### src/rtl/approx_add_sched_if.sv
// Requester-side bundle of the shared approximate FP32 adder scheduler:
// request/operand lanes in, grant and tagged result out.
interface approx_add_sched_if #(
  parameter int unsigned NUM_REQ = 4,
  parameter int unsigned ID_W    = 2
);
  logic [NUM_REQ-1:0]    req;
  logic [NUM_REQ*32-1:0] op_a;
  logic [NUM_REQ*32-1:0] op_b;
  logic [NUM_REQ-1:0]    gnt;
  logic                  busy;
  logic                  res_valid;
  logic [ID_W-1:0]       res_id;
  logic [31:0]           res;

  modport master (
    output req, op_a, op_b,
    input  gnt, busy, res_valid, res_id, res
  );

  modport slave (
    input  req, op_a, op_b,
    output gnt, busy, res_valid, res_id, res
  );
endinterface

### src/rtl/approx_add_sched.sv
// Round-robin scheduler sharing one multi-cycle truncating FP32 adder
// (ALIGN/ADD/NORM sequencing) among NUM_REQ requesters; results tagged by index.
module approx_add_sched #(
  parameter int unsigned NUM_REQ = 4,
  parameter int unsigned ID_W    = 2
) (
  input  logic               clk,
  input  logic               rst,
  approx_add_sched_if.slave  bus
);

  typedef enum logic [2:0] {
    S_IDLE,
    S_ALIGN,
    S_ADD,
    S_NORM,
    S_DONE
  } state_e;

  state_e              state_q;
  logic [ID_W-1:0]     ptr_q;
  logic [ID_W-1:0]     id_q;
  logic [31:0]         a_q;
  logic [31:0]         b_q;
  logic                sign_q;
  logic [7:0]          exp_q;
  logic [24:0]         mant_q;
  logic [23:0]         big_q;
  logic [23:0]         sml_q;
  logic                sub_q;
  logic [NUM_REQ-1:0]  gnt_q;
  logic                busy_q;
  logic                valid_q;
  logic [ID_W-1:0]     res_id_q;
  logic [31:0]         res_q;

  // Operand lanes unpacked so the winner can index them directly.
  logic [31:0] opa_arr [NUM_REQ];
  logic [31:0] opb_arr [NUM_REQ];

  always_comb begin
    for (int unsigned i = 0; i < NUM_REQ; i++) begin
      opa_arr[i] = bus.op_a[32*i +: 32];
      opb_arr[i] = bus.op_b[32*i +: 32];
    end
  end

  logic            found_d;
  logic [ID_W-1:0] win_d;
  logic [ID_W-1:0] idx_d;

  always_comb begin
    found_d = 1'b0;
    win_d   = '0;
    idx_d   = '0;
    for (int unsigned k = 0; k < NUM_REQ; k++) begin
      idx_d = ID_W'((32'(ptr_q) + k) % NUM_REQ);
      if (!found_d && bus.req[idx_d]) begin
        found_d = 1'b1;
        win_d   = idx_d;
      end
    end
  end

  logic [7:0]  ea_d, eb_d, ediff_d;
  logic [23:0] ma_d, mb_d, msml_d, sml_sh_d;
  logic        a_zero_d, b_zero_d, a_big_d;

  always_comb begin
    ea_d     = a_q[30:23];
    eb_d     = b_q[30:23];
    ma_d     = {1'b1, a_q[22:0]};
    mb_d     = {1'b1, b_q[22:0]};
    a_zero_d = (ea_d == 8'd0);
    b_zero_d = (eb_d == 8'd0);
    a_big_d  = (ea_d > eb_d) || ((ea_d == eb_d) && (ma_d >= mb_d));
    msml_d   = a_big_d ? mb_d : ma_d;
    ediff_d  = a_big_d ? (ea_d - eb_d) : (eb_d - ea_d);
    sml_sh_d = (ediff_d >= 8'd24) ? '0 : (msml_d >> ediff_d);
  end

  logic [24:0] sum_d;
  logic        norm_done_d;
  logic [31:0] norm_res_d;

  always_comb begin
    sum_d = sub_q ? ({1'b0, big_q} - {1'b0, sml_q})
                  : ({1'b0, big_q} + {1'b0, sml_q});
    norm_done_d = 1'b1;
    norm_res_d  = '0;
    if (mant_q[24]) begin
      norm_res_d = (exp_q == 8'hFE) ? {sign_q, 8'hFF, 23'd0}
                                    : {sign_q, exp_q + 8'd1, mant_q[23:1]};
    end else if (mant_q[23]) begin
      norm_res_d = {sign_q, exp_q, mant_q[22:0]};
    end else if (exp_q != 8'd1) begin
      norm_done_d = 1'b0;
    end
  end

  always_ff @(posedge clk) begin
    if (rst) begin
      state_q  <= S_IDLE;
      ptr_q    <= '0;
      id_q     <= '0;
      a_q      <= '0;
      b_q      <= '0;
      sign_q   <= 1'b0;
      exp_q    <= '0;
      mant_q   <= '0;
      big_q    <= '0;
      sml_q    <= '0;
      sub_q    <= 1'b0;
      gnt_q    <= '0;
      busy_q   <= 1'b0;
      valid_q  <= 1'b0;
      res_id_q <= '0;
      res_q    <= '0;
    end else begin
      gnt_q   <= '0;
      valid_q <= 1'b0;
      case (state_q)
        S_IDLE: begin
          if (found_d) begin
            a_q     <= opa_arr[win_d];
            b_q     <= opb_arr[win_d];
            id_q    <= win_d;
            gnt_q   <= NUM_REQ'(1) << win_d;
            busy_q  <= 1'b1;
            ptr_q   <= (32'(win_d) == NUM_REQ - 1) ? '0 : win_d + ID_W'(1);
            state_q <= S_ALIGN;
          end
        end
        S_ALIGN: begin
          if (a_zero_d || b_zero_d) begin
            res_q    <= (a_zero_d && b_zero_d) ? '0 : (a_zero_d ? b_q : a_q);
            res_id_q <= id_q;
            valid_q  <= 1'b1;
            state_q  <= S_DONE;
          end else begin
            sign_q  <= a_big_d ? a_q[31] : b_q[31];
            exp_q   <= a_big_d ? ea_d : eb_d;
            big_q   <= a_big_d ? ma_d : mb_d;
            sml_q   <= sml_sh_d;
            sub_q   <= a_q[31] ^ b_q[31];
            state_q <= S_ADD;
          end
        end
        S_ADD: begin
          if (sum_d == '0) begin
            res_q    <= '0;
            res_id_q <= id_q;
            valid_q  <= 1'b1;
            state_q  <= S_DONE;
          end else begin
            mant_q  <= sum_d;
            state_q <= S_NORM;
          end
        end
        S_NORM: begin
          // Left shifts take one cycle each; an exponent underflow flushes to +0.
          if (norm_done_d) begin
            res_q    <= norm_res_d;
            res_id_q <= id_q;
            valid_q  <= 1'b1;
            state_q  <= S_DONE;
          end else begin
            mant_q <= mant_q << 1;
            exp_q  <= exp_q - 8'd1;
          end
        end
        S_DONE: begin
          busy_q  <= 1'b0;
          state_q <= S_IDLE;
        end
        default: state_q <= S_IDLE;
      endcase
    end
  end

  assign bus.gnt       = gnt_q;
  assign bus.busy      = busy_q;
  assign bus.res_valid = valid_q;
  assign bus.res_id    = res_id_q;
  assign bus.res       = res_q;

endmodule
### src/flat_wrapper.sv
// flat-port wrapper written by rule: the top's interface ports become plain ports
module approx_add_sched_flat 
#(
  parameter int unsigned NUM_REQ = 4,
  parameter int unsigned ID_W    = 2
)
  (clk, rst, bus_req, bus_op_a, bus_op_b, bus_gnt, bus_busy, bus_res_valid, bus_res_id, bus_res);
  approx_add_sched_if #(.NUM_REQ(NUM_REQ), .ID_W(ID_W)) bus_i ();
  input  logic clk;
  input  logic rst;
  input wire logic [$bits(bus_i.req)-1:0] bus_req;
  input wire logic [$bits(bus_i.op_a)-1:0] bus_op_a;
  input wire logic [$bits(bus_i.op_b)-1:0] bus_op_b;
  output wire logic [$bits(bus_i.gnt)-1:0] bus_gnt;
  output wire logic [$bits(bus_i.busy)-1:0] bus_busy;
  output wire logic [$bits(bus_i.res_valid)-1:0] bus_res_valid;
  output wire logic [$bits(bus_i.res_id)-1:0] bus_res_id;
  output wire logic [$bits(bus_i.res)-1:0] bus_res;
  assign bus_i.req = bus_req;
  assign bus_i.op_a = bus_op_a;
  assign bus_i.op_b = bus_op_b;
  assign bus_gnt = bus_i.gnt;
  assign bus_busy = bus_i.busy;
  assign bus_res_valid = bus_i.res_valid;
  assign bus_res_id = bus_i.res_id;
  assign bus_res = bus_i.res;
  approx_add_sched #(.NUM_REQ(NUM_REQ), .ID_W(ID_W)) u_core (.clk(clk), .rst(rst), .bus(bus_i));
endmodule
### config.mk
export PLATFORM = sky130hd
export DESIGN_NAME = approx_add_sched_flat
export DESIGN_NICKNAME = d
export VERILOG_FILES = /design/src/rtl/approx_add_sched_if.sv /design/src/rtl/approx_add_sched.sv /design/src/flat_wrapper.sv
export SDC_FILE = /design/constraint.sdc
export NUM_CORES = 1
export LEC_CHECK = 0
export ABC_AREA = 0
export CORE_MARGIN = 1
export CORE_UTILIZATION = 30
export DETAILED_ROUTE_END_ITERATION = 10
export GPL_TIMING_DRIVEN = 0
export PLACE_DENSITY = 0.52
export SETUP_SLACK_MARGIN = 0.4
export SLEW_MARGIN = 10
export SYNTH_ARGS = -nofsm -noshare
export SYNTH_HDL_FRONTEND = slang
export SYNTH_SLANG_ARGS = --single-unit
### constraint.sdc
create_clock -name clk -period 14.7 [get_ports clk]
set_input_delay 4.41 -clock clk [delete_from_list [all_inputs] [get_ports clk]]
set_output_delay 4.41 -clock clk [all_outputs]
set_load 0.005 [all_outputs]
After elaboration in Yosys (flattened, before gate mapping)
Index checks and enable logic that the tools add are counted.
{"block": "classes", "n_div": 0, "order_cmp": 8, "bitwise_logic": 5, "n_mul": 0, "n_eq_ne": 15, "reduce_logical": 26, "shifts": 2, "n_addsub": 10, "muxes": 63}
{"operator": "32-bit two-way mux", "n": 11}
{"operator": "32-bit binary-select mux with 2-bit select", "n": 2}
{"operator": "32-bit one-hot mux with 3 select lines", "n": 1}
{"operator": "25-bit two-way mux", "n": 3}
{"operator": "25-bit one-hot mux with 2 select lines", "n": 1}
{"operator": "23-bit two-way mux", "n": 2}
{"operator": "8-bit two-way mux", "n": 4}
{"operator": "31-bit two-way mux", "n": 1}
{"operator": "24-bit by 24-bit adder with 25-bit output", "n": 1}
{"operator": "25-bit logical NOT", "n": 1}
{"operator": "24-bit by 24-bit subtractor with 25-bit output", "n": 1}
{"operator": "24-bit >= comparator", "n": 1}
{"operator": "24-bit two-way mux", "n": 1}
{"operator": "24-bit by 8-bit right shift with 24-bit output", "n": 1}
{"operator": "8-bit logical NOT", "n": 2}
{"operator": "1-bit two-way mux", "n": 16}
{"operator": "2-bit two-way mux", "n": 8}
{"operator": "8-bit one-hot mux with 2 select lines", "n": 1}
{"operator": "8-bit subtractor", "n": 2}
{"operator": "2-bit by 3-bit < comparator with 1-bit output (second input constant)", "n": 4}
{"operator": "3-bit two-way mux", "n": 4}
{"operator": "3-bit one-hot mux with 4 select lines", "n": 1}
{"operator": "8-bit by 1-bit adder with 8-bit output (second input constant)", "n": 1}
{"operator": "1-bit binary-select mux with 2-bit select", "n": 4}
{"operator": "other kinds (32)", "n": 55}
{"block": "word_totals", "output_inout_bits": 40, "memories": 0, "reg_bits": 194, "ram_bits": 0, "latch_bits": 0, "rom_bits": 0}

Depth between registers and ports, before layout
Gate-level depths: netlist of the first run.
{"block": "depth", "word_depth": 16, "depth_mapped": 21}

Worst setup path after synthesis of the first run
No wires, ideal clock.
{"block": "synth_timing", "path_type": "input to register", "startpoint": "input bus_req[0]", "endpoint": "register u_core.a_q[11]", "arrival_ps": 6185, "n_path_buf": 3, "required_ps": 14635, "slack_ps": 8450, "path_stages": 10, "path_cell_list": "a21oi_1 o21a_1 o22ai_1 clkbuf_1 clkbuf_1 buf_1 nand2_1 a311oi_1 a21oi_1 nor2_1"}
{"block": "synth_between", "elab_chain_len": 16}
{"element": "from (decl)", "line_no": "flat_wrapper.sv:11", "rtl": "input wire logic [$bits(bus_i.req)-1:0] bus_req;"}
{"element": "1-bit binary-select mux with 2-bit select", "line_no": "approx_add_sched.sv:58", "rtl": "if (!found_d && bus.req[idx_d]) begin"}
{"element": "1-bit two-way mux (implied by the code)", "line_no": "approx_add_sched.sv:58"}
{"element": "1-bit two-way mux", "line_no": "approx_add_sched.sv:58"}
{"element": "1-bit logical NOT", "line_no": "approx_add_sched.sv:58"}
{"element": "1-bit logical AND", "line_no": "approx_add_sched.sv:58"}
{"element": "1-bit two-way mux", "line_no": "approx_add_sched.sv:58"}
{"element": "1-bit logical NOT", "line_no": "approx_add_sched.sv:58"}
{"element": "1-bit logical AND", "line_no": "approx_add_sched.sv:58"}
{"element": "1-bit two-way mux", "line_no": "approx_add_sched.sv:58"}
{"element": "1-bit logical NOT", "line_no": "approx_add_sched.sv:58"}
{"element": "1-bit logical AND", "line_no": "approx_add_sched.sv:58"}
{"element": "2-bit two-way mux", "line_no": "approx_add_sched.sv:58"}
{"element": "2-bit NOT with 3-bit output (implied by the code)", "line_no": "approx_add_sched.sv:125", "rtl": "a_q <= opa_arr[win_d];"}
{"element": "32-bit binary-select mux with 2-bit select", "line_no": "approx_add_sched.sv:125"}
{"element": "32-bit two-way mux (implied by the code) (2 in series)", "line_no": "approx_add_sched.sv:125"}
{"element": "to (signal assigned)", "line_no": "approx_add_sched.sv:125"}
{"element": "to (decl)", "line_no": "approx_add_sched.sv:23", "rtl": "logic [31:0] a_q;"}
Parallel ways exist; a longest one is shown, timed or not. The select of a mux whose other input is x is not followed.
A chain may end at the register's enable or synchronous reset.

Worst setup path in the final report of the first run
{"block": "layout_timing", "startpoint": "input bus_req[0]", "endpoint": "register u_core.a_q[4]"}
Same word-level chain as after synthesis.

==> results of run 1 <==
per-stage QoR:
stage	worst slack, ps	area [sq um]	utilization [%]
after CTS	7065	19650	39.33
after global placement	6600	19020	38.07
after global routing	6869	19650	39.33
after detailed placement	6569	19030	38.09
final	7047	19650	39.33
after floorplan	8450	15170	-
state kept, by name, summed over array words and instances, names as in the netlist, 2 cells and up:
register,cells
u_core.a_q,32
u_core.bus.res_id,2
u_core.id_q,2
u_core.big_q,24
u_core.state_q,3
u_core.mant_q,25
u_core.sml_q,24
u_core.bus.gnt,4
u_core.ptr_q,2
u_core.b_q,32
u_core.bus.res,32
u_core.exp_q,8
cell type report:
class                           count  area [sq um]  share of cell area (%)
Clock inverter                     13         163.9                  0.8340
Tap cell                          672         840.8                   4.278
Buffer                            164         674.4                   3.432
Sequential cell                   194          3884                   19.76
Multi-Input combinational cell   1652         10360                   52.71
Inverter                           68         255.2                   1.299
Timing Repair Buffer              302          3020                   15.37
Clock buffer                       19         452.9                   2.305
Antenna cell                        1         2.502                 0.01273
worst min path at each step:
stage	startpoint	endpoint	slack, ps	cells after the start
finish	u_core.mant_q[23]	u_core.mant_q[23]	490	2
global placement	u_core.id_q[1]	u_core.id_q[1]	470	2
global route	u_core.mant_q[23]	u_core.mant_q[23]	520	2
floorplan	u_core.big_q[23]	u_core.big_q[23]	450	2
detailed placement	u_core.mant_q[23]	u_core.mant_q[23]	480	2
CTS	u_core.mant_q[23]	u_core.mant_q[23]	490	2
layout by cell type, fill, tap and decap left out, drive strengths merged, types with 11 or more instances in the layout:
cell type,count
a31oi,31
and2,73
a21oi,191
o21a,11
a22oi,17
nor4,15
ha,68
clkdlybuf4s50,301
a311oi,91
dfxtp,194
a211oi,83
buf,33
xnor2,31
nor3,33
nor2,262
nand2b,20
clkbuf,151
nand3,28
mux2i,90
nand4,12
o211ai,13
inv,73
o21ai,59
nor2b,28
xor2,15
o22ai,37
a21o,18
nand2,297
layer usage:
layer  up-vias  wire [um]  track usage [%]
met1      8205      30020            33.41
met2       630      34980            47.45
met4         0       2458            10.64
met5         -          0                0
met3        92       3795            4.315
li1       8185          -                -
worst max-delay path: stages:
cell and delay [ps]:
clkdlybuf4s50_1 540, a21oi_1 90, o21a_1 180, o22ai_1 740, clkbuf_1 390, clkbuf_1 530, clkbuf_1 440, nand2_1 100
a311oi_1 470, a21oi_1 80, nor2_1 90
cells by family (layout without fill, tap and decap cells):
| kind of cell | Yosys count | in the layout | synth area share, % |
|---|---|---|---|
| flops | 194 | 194 | 25.61 |
| other cells | 0 | 1 | 0 |
| compound gates | 633 | 633 | 28.43 |
| simple gates | 799 | 799 | 23.60 |
| mux | 103 | 103 | 7.573 |
| xor+xnor | 46 | 46 | 2.656 |
| fa+ha+maj | 71 | 71 | 6.006 |
| buf+inv | 232 | 566 | 6.129 |
==> run metrics, run 1 <==
run status=finished, final reports clean; Synth cell types=84; worst min path class=reg2reg; Nets=2,732; ys async rst share=0%; vias=17,110; Top Ports=302; CTS H-tree lvls=4; Routed wire per std cell=23.09 um; Hold-fix buffers, CTS=0; Mapped Nets=2,411; hold_ws=489.3 ps; Synth Area per Inst=7.299 sq um; layout filler cell count=5,284; row cnt=82; most frequent cells after synthesis=nand2_1 (297), nor2_1 (262), dfxtp_1 (194); max-cap viol count=0; clk_lat worst skew=480 ps; largest area contributor in the netlist=dfxtp_1; Worst Setup EP=u_core.a_q[4]; PortBufs=301; worst reg-to-reg path cell count=18; synthesized cell area=15,170 sq um; RSZ-0062 raised after global routing=no; maximum root-to-sink buffer count=2; Crit path required time=15,110 ps; Final period util=52.06%; Synth Register Bits=194; Post-synth EDFFs=0; clk slew on worst S/H paths=80 ps; ys flop type=dfxtp_1; reg-to-reg critical path endpoint=u_core.mant_q[24]; GR Overflow Total=0; Core ar.=49,970 sq um; post-route minimum period=7653 ps; Initial Utilization=30.36%; Setup CP Type=in2reg; Final ANT Viol Nets=0; Final HPWL DP=59.30 mm; initial antenna violation count=0; CTS Buf Count=17; critical path launch point type=input pin; worst reg-to-reg setup slack=8790 ps; worst reg2reg startpoint=u_core.sml_q[6]; Clock Skew=20.70 ps; CP max FO=10; Sink Count=194; postcts setup bufs=0; initial drt markers=1,421; placed cell count=3,052; final hold violation count=0; Post-Layout Cell Count=3,085; Warnings, synthesis=0; # DRC=0; Area growth syn-to-layout=29.57%; Setup crit start=bus_req[0]; setup total negative slack=0 ps; Synth Instances=2,078; TritonRoute pass-1 iters=7; Seq/Total Area, Yosys=25.61%; Final Slew Violations=0; CP endpoint kind=register; final number of setup-violating endpoints=0; Die Span X=226.9 um; post_cts resized=0; vias in the first global route=16,600; Slew HR=31.43%; share of layout cells above drive strength 1=3.566%; Die Y=226.9 um; RePlAce Congestion=0.9588; worst slew pin tran=1021 ps; Clock Tree Root=clkbuf_16; largest net degree at the start of global routing=20; Max Freq=130.7 MHz; final wirelength=71.25 mm; most area-consuming cells after synthesis=dfxtp_1 (26%), nand2_1 (7.4%), nor2_1 (6.5%); TritonCTS clock tree=built; global-route wire length before repair=104.2 mm; top cell type's share of synthesized area=25.61%; Die ar.=51,460 sq um; GRT Util Overall=27.28%; WP data arrival=8060 ps; vias per inst=5.547; count leader, synth=nand2_1
Power of run 1 is not shown: default switching activity piles up to over one toggle a cycle in this logic, so the estimate is an artifact.
==> run 2: changes to the inputs <==
- clock period: 14.7 -> 7.3 ns (I/O delays scaled with it)
==> results of run 2 <==
Same layout as run 1 (identical final DEF). Status: finished, final reports clean.
Among the figures that moved: setup slack after placement 6569 ps -> 1389 ps; setup slack after layout 7047 ps -> 1387 ps; start point of the critical path bus_req[0] -> u_core.sml_q[6]; end point of the critical path u_core.a_q[4] -> u_core.mant_q[24]; register-to-register setup slack 8790 ps -> 1390 ps
Power of run 2 is left out for the same reason.
==> run 3: changes to the inputs <==
- PLACE_DENSITY: 0.52 -> 0.54
- clock period: 7.3 -> 5.2 ns (I/O delays scaled with it)
==> run 3 against run 2 <==
- non-clock buffer count rose by 29
- die area did not move
- cell count rose by 0.94%
- highest routed layer unchanged
- hold slack improved by 3.8 ps
- setup slack got worse by 850 ps
- global-route usage rose by 0.49 points
==> run metrics, run 3 (synthesized netlist as in run 1, its figures left out) <==
global-route wire length before repair=106.8 mm (was 104.2 mm); Initial Utilization=30.36% (unchanged); share of layout cells above drive strength 1=6.964% (was 3.566%); maximum root-to-sink buffer count=2 (unchanged); worst slew pin tran=1208 ps (was 1021 ps); RePlAce Congestion=0.9509 (was 0.9588); CTS H-tree lvls=4 (unchanged); PortBufs=301 (unchanged); layout filler cell count=5,220 (was 5,284); RSZ-0062 raised after global routing=yes (was no); Final ANT Viol Nets=0 (unchanged); Core ar.=49,970 sq um (unchanged); critical path launch point type=register (unchanged); worst reg-to-reg path cell count=19 (was 18); Die ar.=51,460 sq um (unchanged); most common cell after layout, fill and taps aside=clkdlybuf4s50_1 (unchanged); vias in the first global route=16,740 (was 16,600); delay-heaviest family, CP=simple AND/OR/NAND/NOR gates (was compound AO/OA/AOI/OAI gates); reg-to-reg critical path endpoint=u_core.mant_q[24] (unchanged); WP data arrival=5010 ps (was 6270 ps); Clock Skew=15.02 ps (was 20.70 ps); total stage count of the critical path=19 (was 18); Worst Setup EP=u_core.mant_q[24] (unchanged); Max Freq=214.4 MHz (was 169.1 MHz); Buf/Inv on CP=3 (was 2); worst reg2reg startpoint=u_core.sml_q[6] (unchanged); Clock Tree Root=clkbuf_16 (unchanged); Final Slew Violations=0 (unchanged); Final period util=89.69% (was 81.00%); Area growth syn-to-layout=34.19% (was 29.57%); Setup crit start=u_core.sml_q[6] (unchanged); # DRC=0 (unchanged); Max stage delay on crit path=490 ps (was 470 ps); final number of setup-violating endpoints=0 (unchanged); final hold violation count=0 (unchanged); largest net degree at the start of global routing=20 (unchanged); clk slew on worst S/H paths=80 ps (about the same); Routed wire per std cell=23.32 um (was 23.09 um); vias per inst=5.572 (was 5.547); TritonRoute pass-1 iters=7 (unchanged); CTS Buf Count=17 (unchanged); initial antenna violation count=1 (was 0); CP max FO=7 (was 10); GRT Util Overall=27.77% (was 27.28%); Crit path required time=5540 ps (was 7660 ps); vias=17,350 (was 17,110); GR Overflow Total=0 (unchanged); worst min path class=reg2reg (unchanged); initial drt markers=1,255 (was 1,421); Setup CP Type=reg2reg (unchanged); most frequent cells in the layout=clkdlybuf4s50_1 (301), nand2_1 (297), nor2_1 (259) (was clkdlybuf4s50_1 (301), nand2_1 (297), nor2_1 (262)); run status=finished, final reports clean (unchanged); DP Worst Slack=-468.4 ps (was 1389 ps); final wirelength=72.62 mm (was 71.25 mm); Top Ports=302 (unchanged); Final HPWL DP=59.83 mm (was 59.30 mm); slack of the critical path=535.9 ps (was 1387 ps); worst path cell trace=buf_6 > nor4_4 > or3b_4 > nor2_4 > a21oi_2 > xnor2_2 > ha_4 > a21oi_4 > o2111a_1 > o221ai_1 > a211o_1 > or4_4 > nor4_4 > nand4_4 > o31ai_4 > buf_6 > buf_6 > mux2i_1 > nor2_1 (was clkbuf_1 > nor4_1 > or3b_1 > nor2_1 > a21oi_1 > xnor2_1 > ha_1 > a2111oi_0 > o21ai_0 > o2bb2ai_1 > a21o_1 > a2111o_1 > o311ai_1 > nand4_2 > o31ai_4 > buf_2 > mux2i_1 > nor2_1); worst reg-to-reg setup slack=540 ps (was 1390 ps); Sink Count=194 (unchanged); max-cap viol count=0 (unchanged); hold_ws=493.1 ps (was 489.3 ps); Slew HR=18.82% (was 31.43%); most used cell, CP=buf_6 (was nor2_1); Nets=2,761 (was 2,732); row cnt=82 (unchanged); Slowest-stage cell, CP=or4_4 (was nor4_1); Die Y=226.9 um (unchanged); Die Span X=226.9 um (unchanged); TritonCTS clock tree=built (unchanged); CP endpoint kind=register (unchanged); clk_lat worst skew=470 ps (was 480 ps); post-route minimum period=4664 ps (was 5913 ps)
run 3: cell types whose count changed in the layout (fill, tap and decap cells not counted), sizes merged:
cell,before,now
buf,33,60
clkinvlp,1,4
inv,73,71
bufinv,1,2
run 3: metal layers:
metal	routed length (um)	vias to the layer above	global-route usage (%)
li1	-	8226	-
met4	2203	0	8.762
met1	30550	8311	34.45
met5	0	-	0
met3	4653	110	5.209
met2	35210	705	48.05
run 3: repair_timing:
action                                  4_1_cts  5_1_grt
pin swaps                                     8       24
cloned                                        1        2
buffers inserted                              5       22
hold endpoints to repair                      0        0
hold buffers                                  0        0
endpoints found under the setup margin       91       79
resized for setup                            42       58
run 3: worst min-delay path by stage:
stage | startpoint | to | slack (ps) | cells after the start
2_1_floorplan | u_core.big_q[23] | u_core.big_q[23] | 450 | 2
3_3_place_gp | u_core.big_q[23] | u_core.big_q[23] | 470 | 2
3_5_place_dp | u_core.mant_q[23] | u_core.mant_q[23] | 480 | 2
4_1_cts | u_core.mant_q[23] | u_core.mant_q[23] | 500 | 2
5_1_grt | u_core.bus.res[24] | u_core.bus.res[24] | 530 | 2
6_report | u_core.big_q[23] | u_core.big_q[23] | 490 | 2
run 3: layout make-up:
cell class	instances	area, sq um	area share [%]
clock buffers	17	425.4	2.090
diodes	1	2.502	0.01230
multi-input cells	1652	10740	52.76
plain buffers	164	726.9	3.572
flip-flops and latches	194	3887	19.10
inverters	68	255.2	1.254
clock inverters	15	201.4	0.9898
repair buffers	331	3274	16.09
well taps	672	840.8	4.131
run 3: worst reg2reg max path: cells and delay by family, from the launching register on:
kind	cells	cell delay, ps
buffers and inverters	3	480
XOR/XNOR	1	220
AO/OA/AOI/OAI	6	1150
flip-flops	1	310
multiplexers	1	230
AND/OR/NAND/NOR	7	1910
adder cells (fa/ha/maj)	1	250
run 3: through the flow:
stage / utilization (%) / TNS [ps] / area, sq um / std cells
2_1_floorplan: - / 0 / 15170 / 2078
3_3_place_gp: 38.07 / -20880 / 19020 / 3051
3_5_place_dp: 38.08 / -23290 / 19030 / 3051
4_1_cts: 39.79 / 0 / 19880 / 3089
5_1_grt: 40.73 / 0 / 20350 / 3113
6_report: 40.73 / 0 / 20350 / 3114
Power of run 3 is left out for the same reason.
